<file path="src/rtl/seq_gen_pkg.sv">
// Shared constants for the serial pattern generator: FSM encoding and default sizes.
package seq_gen_pkg;

  localparam int unsigned DefPatW = 44;
  localparam int unsigned DefCntW = 6;

  localparam logic [1:0] ST_IDLE  = 2'd0;
  localparam logic [1:0] ST_SHIFT = 2'd1;
  localparam logic [1:0] ST_DONE  = 2'd2;

endpackage

</file>
<file path="src/rtl/serial_pattern_generator_if.sv">
// Pattern-source bundle between a requester (master) and the generator (slave).
// Carries loop_in only when PATTERN_LOOP_EN is defined.
interface serial_pattern_generator_if import seq_gen_pkg::*; #(
  parameter int unsigned PAT_W = DefPatW,
  parameter int unsigned CNT_W = DefCntW
) ();

  logic             start;
  logic [PAT_W-1:0] pat_in;
  logic [CNT_W-1:0] len_in;
  logic             mode_in;
  logic             stop;
`ifdef PATTERN_LOOP_EN
  logic             loop_in;
`endif
  logic             X;
  logic             x_valid;
  logic             M;
  logic             busy;
  logic             done;
  logic [CNT_W-1:0] bits_left;

`ifdef PATTERN_LOOP_EN
  modport master (
    output start, pat_in, len_in, mode_in, stop, loop_in,
    input  X, x_valid, M, busy, done, bits_left
  );
  modport slave (
    input  start, pat_in, len_in, mode_in, stop, loop_in,
    output X, x_valid, M, busy, done, bits_left
  );
`else
  modport master (
    output start, pat_in, len_in, mode_in, stop,
    input  X, x_valid, M, busy, done, bits_left
  );
  modport slave (
    input  start, pat_in, len_in, mode_in, stop,
    output X, x_valid, M, busy, done, bits_left
  );
`endif

endinterface

</file>
<file path="src/rtl/piso_shift_reg.sv">
// Parallel-load, left-shift register; msb_o is the registered serial output.
// Priority: clear, then load, then shift. Zeros fill from the LSB side.
module piso_shift_reg #(
  parameter int unsigned PAT_W = 44
) (
  input  logic             clk_i,
  input  logic             clear_i,
  input  logic             load_i,
  input  logic             shift_i,
  input  logic [PAT_W-1:0] data_i,
  output logic             msb_o
);

  logic [PAT_W-1:0] shreg_q;

  always_ff @(posedge clk_i) begin
    if (clear_i) begin
      shreg_q <= '0;
    end else if (load_i) begin
      shreg_q <= data_i;
    end else if (shift_i) begin
      shreg_q <= {shreg_q[PAT_W-2:0], 1'b0};
    end
  end

  assign msb_o = shreg_q[PAT_W-1];

endmodule

</file>
<file path="src/rtl/serial_pattern_generator.sv">
// Serial pattern source for the sequence detector: shifts a parallel pattern out MSB first.
// Define PATTERN_LOOP_EN to add loop_in and gapless repeat of the latched pattern.
module serial_pattern_generator import seq_gen_pkg::*; #(
  parameter int unsigned PAT_W = DefPatW,
  parameter int unsigned CNT_W = DefCntW
) (
  input logic                       clk,
  input logic                       reset,
  serial_pattern_generator_if.slave bus_io
);

  logic [1:0]       state_q, state_d;
  logic [CNT_W-1:0] bits_left_q, bits_left_d;
  logic             x_valid_q, x_valid_d;
  logic             busy_q, busy_d;
  logic             done_q, done_d;
  logic             m_q, m_d;

  logic [CNT_W-1:0] len_clamped;
  logic [PAT_W-1:0] pat_aligned;
  logic [PAT_W-1:0] load_data;
  logic             sr_clear, sr_load, sr_shift, sr_msb;

  logic             loop_active;
  logic [PAT_W-1:0] reload_pat;
  logic [CNT_W-1:0] reload_len;

  assign len_clamped = (bus_io.len_in > CNT_W'(PAT_W)) ? CNT_W'(PAT_W) : bus_io.len_in;
  // Left-justify the active bits so the first one to send sits at the MSB.
  assign pat_aligned = bus_io.pat_in << (PAT_W - 32'(len_clamped));

`ifdef PATTERN_LOOP_EN
  logic             loop_q;
  logic [PAT_W-1:0] pat_save_q;
  logic [CNT_W-1:0] len_q;

  always_ff @(posedge clk) begin
    if (!reset) begin
      loop_q     <= 1'b0;
      pat_save_q <= '0;
      len_q      <= '0;
    end else if (state_q == ST_IDLE && bus_io.start) begin
      loop_q     <= bus_io.loop_in;
      pat_save_q <= pat_aligned;
      len_q      <= len_clamped;
    end
  end

  assign loop_active = loop_q;
  assign reload_pat  = pat_save_q;
  assign reload_len  = len_q;
`else
  assign loop_active = 1'b0;
  assign reload_pat  = '0;
  assign reload_len  = '0;
`endif

  always_comb begin
    state_d     = state_q;
    bits_left_d = bits_left_q;
    x_valid_d   = x_valid_q;
    busy_d      = busy_q;
    done_d      = 1'b0;
    m_d         = m_q;
    sr_clear    = 1'b0;
    sr_load     = 1'b0;
    sr_shift    = 1'b0;
    load_data   = pat_aligned;

    case (state_q)
      ST_IDLE: begin
        x_valid_d = 1'b0;
        busy_d    = 1'b0;
        if (bus_io.start) begin
          sr_load     = 1'b1;
          bits_left_d = len_clamped;
          m_d         = bus_io.mode_in;
          if (len_clamped == '0) begin
            state_d = ST_DONE;
            done_d  = 1'b1;
          end else begin
            state_d   = ST_SHIFT;
            x_valid_d = 1'b1;
            busy_d    = 1'b1;
          end
        end
      end

      ST_SHIFT: begin
        if (bus_io.stop) begin
          // Abort wins over completion and reload; no done pulse.
          sr_clear    = 1'b1;
          state_d     = ST_IDLE;
          x_valid_d   = 1'b0;
          busy_d      = 1'b0;
          bits_left_d = '0;
        end else if (bits_left_q > CNT_W'(1)) begin
          sr_shift    = 1'b1;
          bits_left_d = bits_left_q - CNT_W'(1);
        end else if (loop_active) begin
          sr_load     = 1'b1;
          load_data   = reload_pat;
          bits_left_d = reload_len;
          done_d      = 1'b1;
        end else begin
          sr_clear    = 1'b1;
          state_d     = ST_DONE;
          x_valid_d   = 1'b0;
          busy_d      = 1'b0;
          done_d      = 1'b1;
          bits_left_d = '0;
        end
      end

      ST_DONE: begin
        state_d = ST_IDLE;
      end

      default: begin
        state_d   = ST_IDLE;
        sr_clear  = 1'b1;
        x_valid_d = 1'b0;
        busy_d    = 1'b0;
      end
    endcase
  end

  always_ff @(posedge clk) begin
    if (!reset) begin
      state_q     <= ST_IDLE;
      bits_left_q <= '0;
      x_valid_q   <= 1'b0;
      busy_q      <= 1'b0;
      done_q      <= 1'b0;
      m_q         <= 1'b0;
    end else begin
      state_q     <= state_d;
      bits_left_q <= bits_left_d;
      x_valid_q   <= x_valid_d;
      busy_q      <= busy_d;
      done_q      <= done_d;
      m_q         <= m_d;
    end
  end

  piso_shift_reg #(
    .PAT_W (PAT_W)
  ) u_piso (
    .clk_i   (clk),
    .clear_i (sr_clear | ~reset),
    .load_i  (sr_load),
    .shift_i (sr_shift),
    .data_i  (load_data),
    .msb_o   (sr_msb)
  );

  assign bus_io.X         = sr_msb;
  assign bus_io.x_valid   = x_valid_q;
  assign bus_io.M         = m_q;
  assign bus_io.busy      = busy_q;
  assign bus_io.done      = done_q;
  assign bus_io.bits_left = bits_left_q;

endmodule
</file>
<file path="src/flat_wrapper.sv">
// flat-port wrapper written by rule: the top's interface ports become plain ports
module serial_pattern_generator_flat import seq_gen_pkg::*;
#(
  parameter int unsigned PAT_W = DefPatW,
  parameter int unsigned CNT_W = DefCntW
)
  (clk, reset, bus_io_start, bus_io_pat_in, bus_io_len_in, bus_io_mode_in, bus_io_stop, bus_io_X, bus_io_x_valid, bus_io_M, bus_io_busy, bus_io_done, bus_io_bits_left);
  serial_pattern_generator_if #(.PAT_W(PAT_W), .CNT_W(CNT_W)) bus_io_i ();
  input logic clk;
  input logic reset;
  input wire logic [$bits(bus_io_i.start)-1:0] bus_io_start;
  input wire logic [$bits(bus_io_i.pat_in)-1:0] bus_io_pat_in;
  input wire logic [$bits(bus_io_i.len_in)-1:0] bus_io_len_in;
  input wire logic [$bits(bus_io_i.mode_in)-1:0] bus_io_mode_in;
  input wire logic [$bits(bus_io_i.stop)-1:0] bus_io_stop;
  output wire logic [$bits(bus_io_i.X)-1:0] bus_io_X;
  output wire logic [$bits(bus_io_i.x_valid)-1:0] bus_io_x_valid;
  output wire logic [$bits(bus_io_i.M)-1:0] bus_io_M;
  output wire logic [$bits(bus_io_i.busy)-1:0] bus_io_busy;
  output wire logic [$bits(bus_io_i.done)-1:0] bus_io_done;
  output wire logic [$bits(bus_io_i.bits_left)-1:0] bus_io_bits_left;
  assign bus_io_i.start = bus_io_start;
  assign bus_io_i.pat_in = bus_io_pat_in;
  assign bus_io_i.len_in = bus_io_len_in;
  assign bus_io_i.mode_in = bus_io_mode_in;
  assign bus_io_i.stop = bus_io_stop;
  assign bus_io_X = bus_io_i.X;
  assign bus_io_x_valid = bus_io_i.x_valid;
  assign bus_io_M = bus_io_i.M;
  assign bus_io_busy = bus_io_i.busy;
  assign bus_io_done = bus_io_i.done;
  assign bus_io_bits_left = bus_io_i.bits_left;
  serial_pattern_generator #(.PAT_W(PAT_W), .CNT_W(CNT_W)) u_core (.clk(clk), .reset(reset), .bus_io(bus_io_i));
endmodule
</file>
<file path="config.mk">
export PLATFORM = sky130hd
export DESIGN_NAME = serial_pattern_generator_flat
export DESIGN_NICKNAME = d
export VERILOG_FILES = /design/src/rtl/seq_gen_pkg.sv /design/src/rtl/serial_pattern_generator_if.sv /design/src/rtl/piso_shift_reg.sv /design/src/rtl/serial_pattern_generator.sv /design/src/flat_wrapper.sv
export SDC_FILE = /design/constraint.sdc
export NUM_CORES = 1
export LEC_CHECK = 0
export CAP_MARGIN = 20
export CORE_UTILIZATION = 51
export CTS_BUF_LIST = sky130_fd_sc_hd__clkbuf_4 sky130_fd_sc_hd__clkbuf_8
export DETAILED_ROUTE_END_ITERATION = 10
export GPL_TIMING_DRIVEN = 0
export PLACE_DENSITY = 0.7
export SETUP_SLACK_MARGIN = 0.02
export SYNTH_ARGS = -nofsm -noshare
export SYNTH_HDL_FRONTEND = slang
export SYNTH_HIERARCHICAL = 1
export SYNTH_SLANG_ARGS = --single-unit
</file>
<file path="constraint.sdc">
create_clock -name clk -period 5.35 [get_ports clk]
set_input_delay 0.8025 -clock clk [delete_from_list [all_inputs] [get_ports clk]]
set_output_delay 0.8025 -clock clk [all_outputs]
set_load 0.02 [all_outputs]
</file>
==> impl_metrics.toml <==
[timing]
finClkSkew_ns = 0.01401
fin_ws_ns = 0.2356
min_period_over_period_pct = 95.60
rsz0062_at_grt = "no"
hold_viol = 0
setup_viol = 0
fmax_mhz = 195.5
min_period_ns = 5.114
max_slew_margin_pct = 22.64
tightestPinTransition_ns = 1.152
drv_slew = 0

[final_layout]
layout_common_cells = "70 x mux2i_1, 62 x clkdlybuf4s50_1, 55 x dfxtp_1, 49 x nor2b_1, 47 x nand2_1"
antenna_cells = 0
fin_cells = 882
regArea_um2 = 1101
mostFrequentLayoutCell = "mux2i_1"
drive_above_1_share_pct = 13.88
fillers = 961
design_area_um2 = 6787
area_growth_pct = 15.68
multiInputGateArea_um2 = 4252
num-nets-final = 799

[clock_tree]
cts_made_buffers = 5
cts_hold_buf = 0
htreeDepth = 2
clk_path_buf_depth = 2
cts-resized-gates = 0
clk_latency_ns = 0.32
clk_pin_slew_ns = 0.09
cts_tree = "done"
cts-root-buf = "clkbuf_8"
cts.sinks = 55
post-cts-setup-buffers = 0

[yosys]
synthArstFlopShare_pct = 0
syn_nets = 730
syn_area_um2 = 5867
synth_cell_types = 70
synth_edf_count = 0
ys_ff_latch = 55
ys.flop_type = "dfxtp_1"
syn-instance-count = 672
yosysWarnings = 6
synth_area_per_cell_um2 = 8.730
yosysSeqAreaShare_pct = 18.77

[floorplanning]
dieHeight_um = 109.3
io_pins = 66
initial_core_util_pct = 53.19
die_w_um = 109.3
num_rows = 38
coreArea_um2 = 11030
die_area_um2 = 11940

[worst_setup_path]
r2r_cells = 10
r2r_setup_slack_ns = 2.71
r2r-start = "u_core/bus_io.bits_left[0]"
crit_buf_inv = 9
crit_slowest_cell = "clkdlybuf4s50_1"
worst-path-stages = 19
reg2reg_to = "u_core/u_piso/shreg_q[10]"
cp.arrival_ns = 5.31
worstSetupPathType = "in -> reg"
critPathMaxStageDelay_ns = 0.45
crit_top_cell = "buf_2"
crit_family = "buffers and inverters"
worst_setup_path_start_kind = "input pin"
cp_cell_sequence = "clkdlybuf4s50_1, a21o_1, buf_6, a21oi_4, buf_12, buf_8, inv_2, ha_1, buf_2, clkbuf_1, buf_2, inv_1, o2111a_1, nor2_1, o22ai_1, a21oi_1, o221ai_1, nor2b_1, a211oi_1"
worst-path-max-fanout = 10
cp_data_required_time_ns = 5.54
critPathCaptureType = "flop"

[min_path]
hold_class = "reg -> reg"
hold_path.startpoint = "u_core/bus_io.M"
min_to = "u_core/bus_io.M"
whs_path_depth = 2

[power]
p_seq_share_pct = 28.5
netSwitchingFraction_pct = 42.34
internal_power_mw = 0.9756
pwr-share-comb_pct = 54.2
leakagePower_nw = 2.424
power_mw = 1.692
power_density_nw_per_um2 = 249.3
p_clk_share_pct = 17.3
vdd.ir_drop.worst_uv = 300.5
p_switching_mw = 0.7165

[global_routing]
grt_pass1_vias = 5895
antenna_found_initial = 0
grt_max_degree = 18
grt_util_all_layers_pct = 37.15
grt_pass1_wl_mm = 33.15
grt-ovfl-total = 0

[placement]
gp_congestion = 1.028
dp.cells = 874
dp_slack_ns = -0.06273
dp.final_hpwl_mm = 17.50
numPortBuffers = 62
placed_area_um2 = 6663

[routing]
wl_per_cell_um = 24.72
wl_mm = 21.80
via_per_inst = 6.940
ant_nets = 0
route.detailed.drc = 0
num_vias = 6121
drt_iter0_markers = 779
drt_first_pass_iters = 7

[run]
cap_violations = 0

[outcome]
status = "finished, final reports clean"
## power by group through the flow
stage          clock network, mW  logic [mW]  registers (mW)
2_1_floorplan                  0       0.592           0.489
3_3_place_gp                   0       0.878           0.484
3_5_place_dp                   0       0.883           0.490
4_1_cts                    0.295       0.888           0.481
5_1_grt                    0.310       0.966           0.487
6_report                   0.292       0.918           0.482
## worst reg2reg max path: cells and delay by family (launching register included)
family,cells,cell delay (ns)
buffers and inverters,4,0.72
AND/OR/NAND/NOR,3,0.66
flip-flops,1,0.44
AO/OA/AOI/OAI,1,0.34
adder cells (fa/ha/maj),1,0.28
multiplexers,1,0.10
## worst max-delay path by stage
| stage | from | end | slack (ns) |
|---|---|---|---|
| 4_1_cts | bus_io_len_in[3] | u_core/u_piso/shreg_q[42] | 0.25 |
| 2_1_floorplan | bus_io_len_in[4] | u_core/u_piso/shreg_q[18] | 1.36 |
| 5_1_grt | bus_io_len_in[3] | u_core/u_piso/shreg_q[42] | 0.05 |
| 3_5_place_dp | bus_io_len_in[3] | u_core/u_piso/shreg_q[42] | -0.06 |
| 3_3_place_gp | bus_io_len_in[3] | u_core/u_piso/shreg_q[42] | -0.009 |
| 6_report | bus_io_len_in[3] | u_core/u_piso/shreg_q[42] | 0.24 |
## cell usage after synthesis, drive strengths merged (6+ instances only)
cell,n,area share (%)
o211ai,10,1.3
nor3,14,1.3
o22ai,7,0.75
and2,6,0.64
nor2b,49,5.2
nor2,29,1.9
nand2b,18,1.9
a21oi,29,2.7
a21o,6,0.77
mux4,35,14
a22oi,15,1.9
nand3,10,0.85
buf,33,5.0
a211oi,51,7.0
nand2,47,3.0
dfxtp,55,19
mux2i,72,12
mux2,7,1.3
inv,31,2.0
a221oi,18,2.8
o21ai,27,2.3
a32o,6,1.0
clkbuf,27,1.7
## layer usage
| metal | share of wire [%] | vias to the layer above | global-route usage [%] |
|---|---|---|---|
| met5 | 0 | - | 0 |
| met4 | 4.6 | 0 | 17.33 |
| met3 | 7.3 | 77 | 6.216 |
| met2 | 48 | 369 | 64.11 |
| met1 | 40 | 2952 | 44.84 |
| li1 | - | 2723 | - |
## cells by family (layout without fill, tap and decap cells)
| logic type | count (synthesis) | after routing | share of synthesized area [%] |
|---|---|---|---|
| buffers and inverters | 92 | 162 | 8.765 |
| flip-flops | 55 | 55 | 18.77 |
| AO/OA/AOI/OAI | 209 | 209 | 26.51 |
| AND/OR/NAND/NOR | 196 | 196 | 17.55 |
| XOR/XNOR | 3 | 3 | 0.4479 |
| adder cells (fa/ha/maj) | 3 | 3 | 0.6399 |
| multiplexers | 114 | 114 | 27.32 |
## cell type report
cell class	instances	share of cell area, %
Multi-Input combinational cell	525	62.65
Sequential cell	55	16.22
Timing Repair Buffer	62	9.145
Buffer	60	5.844
Tap cell	140	2.581
Inverter	32	1.770
Clock buffer	6	1.217
Clock inverter	2	0.5715
## flip-flops by register name (all words and copies together), names as in the netlist
name                     cells
u_core/bus_io.bits_left      6
u_core/bus_io.M              1
u_core/u_piso/shreg_q       44
u_core/bus_io.done           1
u_core/state_q               2
u_core/bus_io.busy           1
## through the flow
step	TNS [ns]	util, %	hold slack [ns]
3_5_place_dp	-0.1104	60.40	0.4731
3_3_place_gp	-0.009030	60.40	0.4479
5_1_grt	0	61.52	0.5187
2_1_floorplan	0	-	0.4923
4_1_cts	0	61.50	0.4884
6_report	0	61.52	0.4946
Power figures use the tool's default switching activity.
